<file path="src/rtl/mult_seq_pkg.sv">
// Shared definitions for the digit-serial multiplier sequencer.
//   DIGIT_W      width of one operand digit fed to the 4x4 core
//   state_t      sequencer states
//   digit_cnt_w  width of a digit counter for a given digit count (never below 1)
package mult_seq_pkg;

  localparam int DIGIT_W = 4;

  typedef enum logic [1:0] {
    IDLE = 2'd0,
    RUN  = 2'd1,
    DONE = 2'd2
  } state_t;

  function automatic int digit_cnt_w(input int digits);
    return (digits > 1) ? $clog2(digits) : 1;
  endfunction

endpackage

</file>
<file path="src/rtl/mult4_tree_core.sv">
// Combinational 4x4 -> 8-bit unsigned tree multiplier.
//   x  in   4  multiplicand digit
//   y  in   4  multiplier digit
//   o  out  8  x*y
// Four shifted partial-product rows are reduced by a two-level adder tree.
module mult4_tree_core (
  input  logic [3:0] x,
  input  logic [3:0] y,
  output logic [7:0] o
);

  logic [7:0] pp0;
  logic [7:0] pp1;
  logic [7:0] pp2;
  logic [7:0] pp3;
  logic [7:0] sum_lo;
  logic [7:0] sum_hi;

  assign pp0 = y[0] ? {4'b0000, x}       : 8'h00;
  assign pp1 = y[1] ? {3'b000, x, 1'b0}  : 8'h00;
  assign pp2 = y[2] ? {2'b00, x, 2'b00}  : 8'h00;
  assign pp3 = y[3] ? {1'b0, x, 3'b000}  : 8'h00;

  assign sum_lo = pp0 + pp1;
  assign sum_hi = pp2 + pp3;
  assign o      = sum_lo + sum_hi;

endmodule

</file>
<file path="src/rtl/mult_seq_ctrl.sv">
// Digit-serial W x W unsigned multiplier built around one shared 4x4 core.
// Operands are split into 4-bit digits; one digit pair is multiplied per
// cycle and the shifted partial products are summed into a 2W accumulator.
//
//   clk        in   1    clock, rising edge
//   rst        in   1    asynchronous active-high reset
//   in_valid   in   1    operand pair offered
//   in_ready   out  1    high only in IDLE
//   in_a       in   W    multiplicand
//   in_b       in   W    multiplier
//   out_valid  out  1    product available (DONE)
//   out_ready  in   1    sink accepts product
//   out_p      out  2W   registered product; holds last value in IDLE
//   busy       out  1    high in RUN or DONE
//
// state | meaning
// IDLE  | waiting for an operand pair, in_ready high
// RUN   | one digit pair per cycle through the core, accumulating
// DONE  | product presented on out_p, waiting for out_ready
module mult_seq_ctrl
  import mult_seq_pkg::*;
#(
  parameter int W = 8
) (
  input  logic           clk,
  input  logic           rst,
  input  logic           in_valid,
  output logic           in_ready,
  input  logic [W-1:0]   in_a,
  input  logic [W-1:0]   in_b,
  output logic           out_valid,
  input  logic           out_ready,
  output logic [2*W-1:0] out_p,
  output logic           busy
);

  localparam int D  = W / DIGIT_W;
  localparam int CW = digit_cnt_w(D);
  localparam int PW = 2 * W;
  // wide enough for 4*(i+j) at the largest digit indices
  localparam int SW = CW + 3;
  localparam logic [CW-1:0] LAST = CW'(D - 1);

  state_t         state_q, state_d;
  logic [W-1:0]   a_q, a_d;
  logic [W-1:0]   b_q, b_d;
  logic [PW-1:0]  acc_q, acc_d;
  logic [PW-1:0]  out_p_q, out_p_d;
  logic [CW-1:0]  i_q, i_d;
  logic [CW-1:0]  j_q, j_d;

  logic [DIGIT_W-1:0] a_digits [D];
  logic [DIGIT_W-1:0] b_digits [D];
  logic [DIGIT_W-1:0] core_x;
  logic [DIGIT_W-1:0] core_y;
  logic [7:0]         core_o;
  logic [SW-1:0]      sh_amt;
  logic [PW-1:0]      pp_shift;

  for (genvar g = 0; g < D; g++) begin : g_digits
    assign a_digits[g] = a_q[g*DIGIT_W +: DIGIT_W];
    assign b_digits[g] = b_q[g*DIGIT_W +: DIGIT_W];
  end

  // Core sees zeros outside RUN so it does not toggle on stale operands.
  assign core_x = (state_q == RUN) ? a_digits[i_q] : '0;
  assign core_y = (state_q == RUN) ? b_digits[j_q] : '0;

  mult4_tree_core u_core (
    .x (core_x),
    .y (core_y),
    .o (core_o)
  );

  assign sh_amt   = (SW'(i_q) + SW'(j_q)) << 2;
  assign pp_shift = PW'(core_o) << sh_amt;

  always_comb begin
    state_d = state_q;
    a_d     = a_q;
    b_d     = b_q;
    acc_d   = acc_q;
    out_p_d = out_p_q;
    i_d     = i_q;
    j_d     = j_q;

    case (state_q)
      IDLE: begin
        if (in_valid) begin
          a_d   = in_a;
          b_d   = in_b;
          acc_d = '0;
          i_d   = '0;
          j_d   = '0;
          // A zero operand needs no passes through the core.
          if ((in_a == '0) || (in_b == '0)) begin
            out_p_d = '0;
            state_d = DONE;
          end else begin
            state_d = RUN;
          end
        end
      end

      RUN: begin
        acc_d = acc_q + pp_shift;
        if (j_q == LAST) begin
          j_d = '0;
          i_d = i_q + 1'b1;
        end else begin
          j_d = j_q + 1'b1;
        end
        if ((i_q == LAST) && (j_q == LAST)) begin
          i_d     = '0;
          out_p_d = acc_d;
          state_d = DONE;
        end
      end

      DONE: begin
        if (out_ready) begin
          state_d = IDLE;
        end
      end

      default: begin
        state_d = IDLE;
      end
    endcase
  end

  always_ff @(posedge clk or posedge rst) begin
    if (rst) begin
      state_q <= IDLE;
      a_q     <= '0;
      b_q     <= '0;
      acc_q   <= '0;
      out_p_q <= '0;
      i_q     <= '0;
      j_q     <= '0;
    end else begin
      state_q <= state_d;
      a_q     <= a_d;
      b_q     <= b_d;
      acc_q   <= acc_d;
      out_p_q <= out_p_d;
      i_q     <= i_d;
      j_q     <= j_d;
    end
  end

  assign in_ready  = (state_q == IDLE);
  assign out_valid = (state_q == DONE);
  assign busy      = (state_q != IDLE);
  assign out_p     = out_p_q;

endmodule
</file>
<file path="config.mk">
export PLATFORM = sky130hd
export DESIGN_NAME = mult_seq_ctrl
export DESIGN_NICKNAME = d
export VERILOG_FILES = /design/src/rtl/mult_seq_pkg.sv /design/src/rtl/mult4_tree_core.sv /design/src/rtl/mult_seq_ctrl.sv
export SDC_FILE = /design/constraint.sdc
export NUM_CORES = 1
export LEC_CHECK = 0
export BUFFER_PORTS_ARGS = -buffer_cell sky130_fd_sc_hd__buf_2
export CAP_MARGIN = 20
export CORE_MARGIN = 5
export CORE_UTILIZATION = 23
export DETAILED_ROUTE_END_ITERATION = 8
export GPL_ROUTABILITY_DRIVEN = 0
export PLACE_DENSITY = 0.49
export SLEW_MARGIN = 20
export SYNTH_ARGS = -nofsm -noshare
export SYNTH_HDL_FRONTEND = slang
export SYNTH_SLANG_ARGS = --single-unit
</file>
<file path="constraint.sdc">
create_clock -name clk -period 5.7 [get_ports clk]
set_input_delay 0.57 -clock clk [delete_from_list [all_inputs] [get_ports clk]]
set_output_delay 0.57 -clock clk [all_outputs]
set_load 0.1 [all_outputs]
</file>
---- Yosys cells after proc, flatten, opt, wreduce, memory -nomap -nowiden ----
Index checks and enable logic that the tools add are counted.
storage, ports and cells
  input bits .............................. 20
  register bits ........................... 52
cells by class
  add/sub/neg operators ................... 7
  magnitude comparators ................... 2
  muxes and demuxes ....................... 29
  bitwise operators ....................... 2
  reduce and logical (&&, ||, !) cells .... 12
  eq/ne operators ......................... 7
  shift operators ......................... 1
operators by type and width
  cell                 count
  $mux 16              4
  $pmux 16 s2          2
  $mux 4               9
  $add 8x8->8          3
  $add 16x16->16       1
  $logic_not 8->1      2
  $shl 8x4->16         1
  $mux 2               4
  $mux 7               1
  $mux 6               1
  $ne 2x1->1 const B   3
  $pmux 2 s3           1
  $reduce_and 3->1     2
  $mux 5               1
  $ge 2x2->1 const B   2
  $mux 1               4
  $not 1->2            2
  $pmux 1 s2           2
  $reduce_and 2->1     2
  $reduce_and 4->1     1
  $reduce_bool 2->1    2
  $ne 3x2->1 const B   1
  $add 1x1->1 const B  2
  $add 1x1->2          1
  other kinds (6)      6

---- Logic depth before layout (Yosys ltp) ----
Gate-level depths: netlist (run 1).
  depth in word-level cells ............... 12
  depth in mapped cells ................... 22
  depth with buffers taken out ............ 20

---- Modules after synthesis ----
A second synthesis (run 1) with hierarchy kept.
unflattened totals
  cells, all modules ...................... 351
  area, all modules ....................... 3353.2 um2
modules (own cells, without submodules)
  module           times used  cells an instance  area each (um2)  seq. area each (um2)
  mult_seq_ctrl    1           309                2967.8           1301.2
  mult4_tree_core  1           42                 385.4            0.0

---- Least setup slack after synthesis (run 1) ----
OpenSTA, ideal clock, no wires.
  path type ............................... reg-to-reg
  start point ............................. register j_q
  end point ............................... register out_p_q[12], in the netlist out_p[12]
  data required time ...................... 5.577 ns
  cell stages (with the launch flop) ...... 21
  arrival time ............................ 4.797 ns
  slack ................................... 0.780 ns
  setup time .............................. 0.123 ns
  cells stage by stage .................... dfrtp_1 -> clkbuf_1 -> mux2_2 -> nand2_1 -> nor2_1 -> fa_1 -> inv_1 -> fa_1 -> inv_1 -> ha_1 -> fa_1 -> xor2_1 -> mux2i_1 -> nor2_1 -> ha_1 -> a21oi_1 -> nand2_1 -> o211ai_1 -> a21oi_1 -> or3_1 -> a32o_1
on the way
  cells in the longest elaborated chain, start to end .. 12
  elaborated cells between the ends (all ways) .. 20
  those cells by class .................... add/sub: 5; eq/ne: 1; shift: 1; mux: 10; bitwise: 1; reduce/logical: 2
ends and longest elaborated chain
  what                                       RTL line                                      RTL
  start, declared                            mult_seq_ctrl.sv:50                           logic [CW-1:0] j_q, j_d;
  start signal, assigned                     mult_seq_ctrl.sv:148                          j_q <= j_d;
  $not 1->2 (implied by the code)            mult_seq_ctrl.sv:67                           assign core_y = (state_q == RUN) ? b_digits[j_q] : '0;
  $mux 4 (implied by the code) (3 in a row)  mult_seq_ctrl.sv:67
  $mux 4                                     mult_seq_ctrl.sv:67
  $mux 4, or another cell as far along       mult4_tree_core.sv:19                         assign pp0 = y[0] ? {4'b0000, x} : 8'h00;
  $add 8x8->8, on equally long branches      mult4_tree_core.sv:24, mult4_tree_core.sv:25
  $add 8x8->8                                mult4_tree_core.sv:26                         assign o = sum_lo + sum_hi;
  $shl 8x4->16                               mult_seq_ctrl.sv:76                           assign pp_shift = PW'(core_o) << sh_amt;
  $add 16x16->16                             mult_seq_ctrl.sv:106                          acc_d = acc_q + pp_shift;
  $mux 16                                    mult_seq_ctrl.sv:113                          if ((i_q == LAST) && (j_q == LAST)) begin
  $pmux 16 s2                                mult_seq_ctrl.sv:87                           case (state_q)
  end signal, assigned                       mult_seq_ctrl.sv:146                          out_p_q <= out_p_d;
  end, declared                              mult_seq_ctrl.sv:48                           logic [PW-1:0] out_p_q, out_p_d;
Several ways; a longest one is shown, not always the timed one. The select of a mux whose other input is x is not followed.
A chain may end at the register's enable or synchronous reset.

---- Final worst setup path (run 1) ----
Same ends and word-level chain as after synthesis.

==> metrics.txt, run 1 <==
Via Count 2642; Avg Cell Area, Syn 9.810 µm²; CP Max Fanout 9; Pins Over Slew Limit 0; Reg clk slew, reported paths 0.07 ns; clk sink count 52; Area growth syn-to-layout 15.38%; top cells by area, synth dfrtp_1, ha_1, mux2_2; synthesized net count 397; maximum clock path buffer count 2; Sequential Area 1301 µm²; class of the worst hold path in -> async; layout filler cell count 1561; f_max 0.1886 GHz; R2R depth 19; Pre-antenna DRT Iters 4; first-pass GRT wire length 14240 µm; most frequent cells in the layout dfrtp_1, nand2_1, buf_2, nor2_1; CTS Buf Count 5; fin crit share 93.04%; core area 14480 µm²; average vias per placed instance 4.668; Final Hold Viols 0; HPWL after detailed placement 6270 µm; Clock Skew 0.005396 ns; R2R Setup Slk 0.40 ns; number of port buffers 38; sequential share of the synthesized area 38.45%; hold buffers post-CTS 0; Yosys reg bits 52; footprint of the multi-input gates 1977 µm²; Post-synth ARST share 100.0%; vias in the first global route 2808; Total GRT Usage 9.937%; GR Util met1 12.21%; RSZ-0062 raised after global routing false; CP max stage delay 0.53 ns; hold_ws 0.4563 ns; H-tree lvl count 2; Min Clock Period, post-route 5.303 ns; Antenna Nets Post-Route 0; crit path cell chain mux2_2, nand2_1, nor2_1, fa_1, inv_1, fa_1, inv_1, ha_1, fa_1, xor2_1, mux2i_1, nor2_1, ha_1, a21oi_1, nand2_1, o211ai_1, a21oi_1, or3_1, a32o_1; ys flop type dfrtp_1; initial antenna violation count 0; setup tns final 0 ns; # nets final 433; CP arrival 5.49 ns; drt drc 0; actual slew at the worst max-slew pin 0.8153 ns; Die Wd 131.3 µm; total wire length 8265 µm; Core Rows 44; commonest non-fill, non-tap cell in the layout dfrtp_1; post-CTS setup-driven buffer insertion count 0; CTS Root Cell clkbuf_16; Crit Path Category reg -> reg; GR peak layer met2; synth warn 0; Static Leakage 1.946 nW; Worst path most repeated cell fa_1; Starting Density 23.38%; MaxCap Viol Count 0; Yosys cell types 49; DP Area 3759 µm²; worst-skew pair later-pin latency 0.30 ns; pin count of the biggest net entering global routing 53; Yosys top cell area share 38.45%; Yosys top cell by area dfrtp_1; Placed Cells 558; slowest CP cell fa_1; Worst Setup End Kind flip-flop; Die H 131.3 µm; post-route cell area 3905 µm²; pwr dens 587.2 nW/µm²; Reg-to-Reg Start j_q$_DFFE_PP0P_; WP data required 5.88 ns; Post-synth EDFFs 0; Slew HR 45.51%; GRT overflow 0; status finished clean; met2 Resource Use GR 17.13%; met3 usage 2.102%; post-cts resize count 0; cell area after synthesis 3384 µm²; worst r2r dst out_p[12]$_DFFE_PP0P_; Ant. Diodes 0; Cells after Synth 345; DRT iter0 DRCs 162; maximum vdd ir drop 0.0001567 V; die area 17240 µm²; non-filler cells, final 566; final setup vio count 0; IO Count 39; CTS tree yes; Setup crit start kind flip-flop; drt wl/cell 14.60 µm; share of layout cells above drive strength 1 21.20%
-- state kept, by name, summed over array words and instances (netlist names) --
register  cells
a_q           8
acc_q        16
b_q           8
i_q           1
j_q           1
out_p        16
state_q       2
-- critical path: cells and delay by family, from the launching register on --
family / cells / cell delay [ns]
AO/OA/AOI/OAI: 4 / 0.98
XOR/XNOR: 1 / 0.17
adder cells (fa/ha/maj): 5 / 2.01
buffers and inverters: 2 / 0.09
flip-flops: 1 / 0.51
multiplexers: 2 / 0.61
AND/OR/NAND/NOR: 5 / 0.82
-- per-stage QoR --
stage	setup WS, ns	power (mW)	util [%]
finish	0.3969	2.293	26.97
global route	0.06365	2.465	26.97
CTS	0.3762	2.324	26.97
detailed placement	0.4069	2.000	25.96
global placement	0.5100	1.984	25.96
floorplan	0.7796	1.719	-
-- Yosys cell counts, types with 2 or more instances --
| cell | n |
|---|---|
| dfrtp_1 | 52 |
| nand2_1 | 49 |
| nor2_1 | 31 |
| ha_1 | 26 |
| mux2_2 | 26 |
| o21ai_0 | 23 |
| a21oi_1 | 11 |
| inv_1 | 10 |
| a22o_1 | 9 |
| nand3_1 | 9 |
| xnor2_1 | 8 |
| a21o_1 | 7 |
| a32o_1 | 6 |
| clkbuf_1 | 6 |
| fa_1 | 6 |
| and2_1 | 5 |
| nor4_1 | 5 |
| or3_1 | 5 |
| xor2_1 | 4 |
| buf_2 | 3 |
| buf_6 | 3 |
| mux2i_1 | 3 |
| nor2b_1 | 3 |
| nor3b_1 | 3 |
| a21o_2 | 2 |
| a31o_1 | 2 |
| a31oi_1 | 2 |
| nand2b_1 | 2 |
| nor3_1 | 2 |
| o21a_1 | 2 |
| o21bai_1 | 2 |
-- final cells by class --
| cell class | instances | area share, % |
|---|---|---|
| repair buffers | 41 | 5.447 |
| multi-input cells | 271 | 50.62 |
| clock buffers | 8 | 3.749 |
| flip-flops and latches | 52 | 33.32 |
| well taps | 184 | 5.896 |
| inverters | 10 | 0.9612 |
-- per-layer routing --
metal	vias up	part of all wire [%]	routed length (µm)
met5	-	0	0
met4	0	2.1	171
met3	10	3.4	283
met2	34	49	4024
met1	1284	46	3785
li1	1314	-	-
-- logic make-up (layout without fill, tap and decap cells) --
logic type,count (synthesis),after routing,share of synthesized area (%)
flip-flops,52,52,38.45
buffers and inverters,22,59,3.216
AO/OA/AOI/OAI,80,80,16.71
adder cells (fa/ha/maj),32,32,13.16
AND/OR/NAND/NOR,118,118,15.82
multiplexers,29,29,9.538
XOR/XNOR,12,12,3.105
-- where the power goes --
group	switching [mW]	internal, mW	total, mW
Clock	0.137	0.176	0.312
Combinational	0.932	0.434	1.37
Sequential	0.0994	0.515	0.614
-- worst max path at each step --
stage / startpoint / to / slack, ns / cells past startpoint
2_1_floorplan: j_q$_DFFE_PP0P_ / out_p[12]$_DFFE_PP0P_ / 0.78 / 20
3_3_place_gp: j_q$_DFFE_PP0P_ / out_p[12]$_DFFE_PP0P_ / 0.51 / 19
3_5_place_dp: j_q$_DFFE_PP0P_ / out_p[12]$_DFFE_PP0P_ / 0.41 / 19
4_1_cts: j_q$_DFFE_PP0P_ / out_p[12]$_DFFE_PP0P_ / 0.38 / 19
5_1_grt: j_q$_DFFE_PP0P_ / out_p[14]$_DFFE_PP0P_ / 0.06 / 19
6_report: j_q$_DFFE_PP0P_ / out_p[12]$_DFFE_PP0P_ / 0.40 / 19
Note: power is estimated with default switching activity, not from simulation.
==> run 2, diff against run 1 <==
CORE_MARGIN = default   (was 5)
==> run 2 against run 1 <==
Effect of this change:
- sequential share of layout area down 0.085 points
- clock power up 9.9%
- largest cell class unchanged
- global-route usage up 1.5 points
- die area down 12%
- cell area up 0.26%
- critical path type unchanged
==> metrics.txt, run 2 (synthesis gave the netlist of run 1 again) <==
post-CTS setup-driven buffer insertion count 0 (unchanged); Crit Path Category reg -> reg; CTS Buf Count 5 (unchanged); first-pass GRT wire length 13290 µm (-6.7%); number of port buffers 38 (unchanged); worst r2r dst out_p[14]$_DFFE_PP0P_; Worst Setup End Kind flip-flop; R2R Setup Slk 0.29 ns (-0.11 ns); Reg clk slew, reported paths 0.07 ns (about the same); worst-skew pair later-pin latency 0.30 ns (about the same); share of layout cells above drive strength 1 21.20% (unchanged); Static Leakage 1.954 nW (+0.44%); MaxCap Viol Count 0 (unchanged); # nets final 433 (unchanged); maximum clock path buffer count 2 (unchanged); clk sink count 52 (unchanged); die area 15200 µm² (-12%); setup tns final 0 ns (unchanged); actual slew at the worst max-slew pin 0.8696 ns (+0.05425 ns); most frequent cells in the layout dfrtp_1, nand2_1, buf_2, nor2_1; CTS tree yes; CTS Root Cell clkbuf_16; GR Util met1 14.44% (+2.2 points); Clock Skew 0.004975 ns (-0.0004212 ns); Ant. Diodes 0 (unchanged); status finished clean; H-tree lvl count 2 (unchanged); Area growth syn-to-layout 15.67%; DRT iter0 DRCs 118 (-27%); Pins Over Slew Limit 0 (unchanged); fin crit share 94.92% (+1.9 points); CP Max Fanout 9 (unchanged); GR peak layer met2; Starting Density 24.01% (+0.63 points); footprint of the multi-input gates 1974 µm² (-0.13%); CP arrival 5.59 ns (+0.10 ns); pwr dens 590.8 nW/µm² (+0.63%); Total GRT Usage 11.44% (+1.5 points); IO Count 39 (unchanged); hold buffers post-CTS 0 (unchanged); final setup vio count 0 (unchanged); drt wl/cell 14.14 µm (-3.2%); average vias per placed instance 4.669 (about the same); HPWL after detailed placement 6038 µm (-3.7%); pin count of the biggest net entering global routing 53 (unchanged); met3 usage 3.090% (+0.99 points); R2R depth 19 (unchanged); drt drc 0 (unchanged); Setup crit start kind flip-flop; Reg-to-Reg Start j_q$_DFFE_PP0P_; Core Rows 43 (-2.3%); RSZ-0062 raised after global routing false; core area 14100 µm² (-2.6%); f_max 0.1848 GHz (-2.0%); initial antenna violation count 0 (unchanged); Pre-antenna DRT Iters 4 (unchanged); vias in the first global route 2656 (-5.4%); GRT overflow 0 (unchanged); Placed Cells 554 (-0.72%); Slew HR 41.89% (-3.6 points); layout filler cell count 1505 (-3.6%); Final Hold Viols 0 (unchanged); WP data required 5.88 ns (about the same); Via Count 2624 (-0.68%); final core utilization 27.77% (+0.80 points); maximum vdd ir drop 0.0001531 V (-2.3%); Sequential Area 1301 µm² (unchanged); met2 Resource Use GR 18.75% (+1.6 points); Die Wd 123.3 µm (-6.1%); total wire length 7944 µm (-3.9%); Min Clock Period, post-route 5.410 ns (+0.1073 ns); Die H 123.3 µm (-6.1%); class of the worst hold path in -> async; Antenna Nets Post-Route 0 (unchanged); non-filler cells, final 562 (-0.71%); post-cts resize count 0 (unchanged); commonest non-fill, non-tap cell in the layout dfrtp_1
-- run 2: critical path: stages (launching register included) --
cell      delay [ns]
dfrtp_1         0.51
mux2_2          0.38
nand2_1         0.14
nor2_1          0.09
fa_1            0.53
inv_1           0.05
fa_1            0.53
inv_1           0.04
ha_1            0.21
fa_1            0.41
xor2_1          0.17
mux2i_1         0.23
nor2_1          0.08
ha_1            0.35
a21oi_1         0.16
nand2_1         0.14
o211ai_1        0.48
a21oi_1         0.15
or3_1           0.39
a32o_1          0.26
-- run 2: power by group --
group / total [mW] / switching [mW] / internal [mW] / leakage (nW)
clock network: 0.343 / 0.136 / 0.207 / 0.0808
logic: 1.36 / 0.929 / 0.433 / 1.20
registers: 0.608 / 0.0933 / 0.515 / 0.677
-- run 2: metal layers --
layer	up-vias	wire length (µm)
met5	-	0
met4	0	132
met3	12	385
met2	48	3684
met1	1250	3741
li1	1314	-
-- run 2: final cells by class --
type / instances / share of cell area [%]
inverter: 10 / 0.9588
multi-input combinational: 271 / 50.43
timing repair buffer: 41 / 5.433
clock buffer: 6 / 3.292
clock inverter: 2 / 0.8949
sequential: 52 / 33.24
tap: 180 / 5.753
-- run 2: worst max-delay path by stage --
stage / start / end / slack, ns / cells past startpoint
after global placement: j_q$_DFFE_PP0P_ / out_p[14]$_DFFE_PP0P_ / 0.52 / 19
after floorplan: j_q$_DFFE_PP0P_ / out_p[12]$_DFFE_PP0P_ / 0.78 / 20
final: j_q$_DFFE_PP0P_ / out_p[14]$_DFFE_PP0P_ / 0.29 / 19
after global routing: j_q$_DFFE_PP0P_ / out_p[12]$_DFFE_PP0P_ / 0.04 / 19
after detailed placement: j_q$_DFFE_PP0P_ / out_p[14]$_DFFE_PP0P_ / 0.39 / 19
after CTS: j_q$_DFFE_PP0P_ / out_p[12]$_DFFE_PP0P_ / 0.37 / 19
-- run 2: per-stage QoR --
| stage | setup slack, ns | power, mW | hold WS [ns] | area, µm² |
|---|---|---|---|---|
| after floorplan | 0.7796 | 1.719 | 0.4524 | 3385 |
| after global placement | 0.5204 | 1.976 | 0.4616 | 3751 |
| after detailed placement | 0.3927 | 1.993 | 0.4678 | 3751 |
| after CTS | 0.3657 | 2.346 | 0.4735 | 3915 |
| after global routing | 0.04091 | 2.494 | 0.4885 | 3915 |
| final | 0.2896 | 2.313 | 0.4573 | 3915 |
==> run 3, diff against run 2 <==
CORE_UTILIZATION = 34   (was 23)
PLACE_DENSITY = 0.62   (was 0.49)
==> run 3 against run 2 <==
Effect of this change:
- final cell count fell by 8.4%
- clock power fell by 22%
- sequential share of layout area rose by 0.88 points
- largest cell class unchanged
==> metrics.txt, run 3 (synthesis gave the netlist of run 1 again) <==
status finished clean; Crit Path Category reg -> reg; f_max 0.1887 GHz (+2.1%); Area growth syn-to-layout 12.68%; Reg-to-Reg Start j_q$_DFFE_PP0P_; H-tree lvl count 2 (unchanged); CTS tree yes; Clock Skew 0.004460 ns (-0.0005156 ns); post-route cell area 3814 µm² (-2.6%); post-CTS setup-driven buffer insertion count 0 (unchanged); GRT overflow 0 (unchanged); Pins Over Slew Limit 0 (unchanged); drt wl/cell 14.22 µm (+0.62%); Die H 101.8 µm (-17%); pwr dens 585.0 nW/µm² (-0.99%); IO Count 39 (unchanged); clock share of power 12.1% (-2.7 points); fin crit share 92.96% (-2.0 points); P_sw 1.140 mW (-1.6%); pre-CTS setup slack 0.4502 ns (+0.05753 ns); hold_ws 0.4217 ns (-0.03564 ns); Slew HR 43.07% (+1.2 points); final worst slack 0.4016 ns (+0.1119 ns); worst-skew pair later-pin latency 0.31 ns (about the same); hold buffers post-CTS 0 (unchanged); class of the worst hold path in -> async; worst r2r dst acc_q[12]$_DFFE_PP0P_; crit-path leading delay family adder cells; Antenna Nets Post-Route 0 (unchanged); Core Rows 36 (-16%); crit path cell chain mux2_2, nand2_1, nor2_1, fa_1, inv_1, fa_1, inv_1, ha_1, fa_1, xor2_1, mux2i_1, nor2_1, ha_1, a21oi_1, nand2_1, o211ai_1, a21oi_1, or3_1, a32o_1; drt drc 0 (unchanged); Pre-antenna DRT Iters 4 (unchanged); R2R depth 19 (unchanged); Die Wd 101.8 µm (-17%); most frequent cells in the layout dfrtp_1, nand2_1, buf_2, nor2_1; maximum clock path buffer count 2 (unchanged); # nets final 433 (unchanged); Combinational Power Share 60.7% (+1.8 points); Ant. Diodes 0 (unchanged); share of layout cells above drive strength 1 21.47% (+0.26 points); RSZ-0062 raised after global routing false; CP arrival 5.50 ns (-0.09 ns); Via Count 2644 (+0.76%); DP Area 3692 µm² (-1.6%); Sequential Power Share 27.3% (+1.0 points); post-cts resize count 0 (unchanged); HPWL after detailed placement 5450 µm (-9.7%); CP max stage delay 0.53 ns (about the same); pin count of the biggest net entering global routing 53 (unchanged); total wire length 7325 µm (-7.8%); Placed Cells 507 (-8.5%); maximum vdd ir drop 0.0002107 V (+38%); DRT iter0 DRCs 121 (+2.5%); commonest non-fill, non-tap cell in the layout dfrtp_1; Starting Density 34.79% (+11 points); final core utilization 39.20% (+11 points); die area 10360 µm² (-32%); Final Hold Viols 0 (unchanged); initial antenna violation count 0 (unchanged); WP buf/inv 2 (unchanged); MaxCap Viol Count 0 (unchanged); WP data required 5.90 ns (+0.02 ns); crit path from j_q$_DFFE_PP0P_; final setup vio count 0 (unchanged); Setup crit start kind flip-flop; vias in the first global route 2562 (-3.5%); Sw Share 51.11% (+1.0 points); non-filler cells, final 515 (-8.4%); number of port buffers 38 (unchanged); setup tns final 0 ns (unchanged); actual slew at the worst max-slew pin 0.8519 ns (-0.01771 ns); core area 9729 µm² (-31%); R2R Setup Slk 0.40 ns (+0.11 ns); Pint 1.091 mW (-5.5%); Total GRT Usage 15.20% (+3.8 points); Min Clock Period, post-route 5.298 ns (-0.1119 ns); average vias per placed instance 5.134 (+10%); CP Max Fanout 9 (unchanged); Worst path most repeated cell fa_1; CTS Root Cell clkbuf_8; Static Leakage 1.935 nW (-1.0%); CTS Buf Count 5 (unchanged); Worst Setup End Kind flip-flop; Reg clk slew, reported paths 0.10 ns (+0.03 ns); slowest CP cell fa_1; clk sink count 52 (unchanged); Final Power 2.231 mW (-3.5%); first-pass GRT wire length 12360 µm (-7.0%)
==> run 3: changes by cell type in the layout (fill, tap and decap cells not counted) <==
cell	before	now
clkbuf_16	5	0
clkinv_2	1	0
clkinv_4	0	1
clkbuf_8	0	6
clkbuf_1	1	0
==> run 3: worst register-to-register path: stages (launching register included) <==
cell and delay, ns:
dfrtp_1 0.52, mux2_2 0.38, nand2_1 0.13, nor2_1 0.08
fa_1 0.53, inv_1 0.05, fa_1 0.53, inv_1 0.04
ha_1 0.21, fa_1 0.40, xor2_1 0.17, mux2i_1 0.21
nor2_1 0.08, ha_1 0.35, a21oi_1 0.17, nand2_1 0.16
o211ai_1 0.39, a21oi_1 0.15, or3_1 0.39, a32o_1 0.26
==> run 3: power by group through the flow <==
stage	clock network [mW]	registers [mW]	logic, mW
after floorplan	0	0.838	0.880
after global placement	0	0.615	1.33
after detailed placement	0	0.614	1.35
after CTS	0.277	0.609	1.36
after global routing	0.287	0.631	1.48
final	0.269	0.608	1.35
==> run 3: how the worst max path moves through the flow <==
stage | endpoint | slack (ns) | cells after the start
4_1_cts | acc_q[12]$_DFFE_PP0P_ | 0.43 | 19
5_1_grt | out_p[14]$_DFFE_PP0P_ | 0.05 | 19
6_report | acc_q[12]$_DFFE_PP0P_ | 0.40 | 19
3_5_place_dp | acc_q[12]$_DFFE_PP0P_ | 0.45 | 19
3_3_place_gp | out_p[12]$_DFFE_PP0P_ | 0.58 | 19
2_1_floorplan | out_p[12]$_DFFE_PP0P_ | 0.78 | 20
==> run 3: per-layer routing <==
layer	up-vias	global-route usage, %	share of wire [%]
li1	1317	-	-
met1	1278	20.04	48
met2	42	25.94	48
met3	7	2.001	3.4
met4	0	4.459	1.1
met5	-	0	0
==> run 3: area by class of cell <==
type	count	area, µm²
repair buffers	41	212.7
clock buffers	6	82.58
fillers	977	5916
clock inverters	2	38.79
flip-flops and latches	52	1301
well taps	133	166.4
multi-input cells	271	1974
inverters	10	37.54
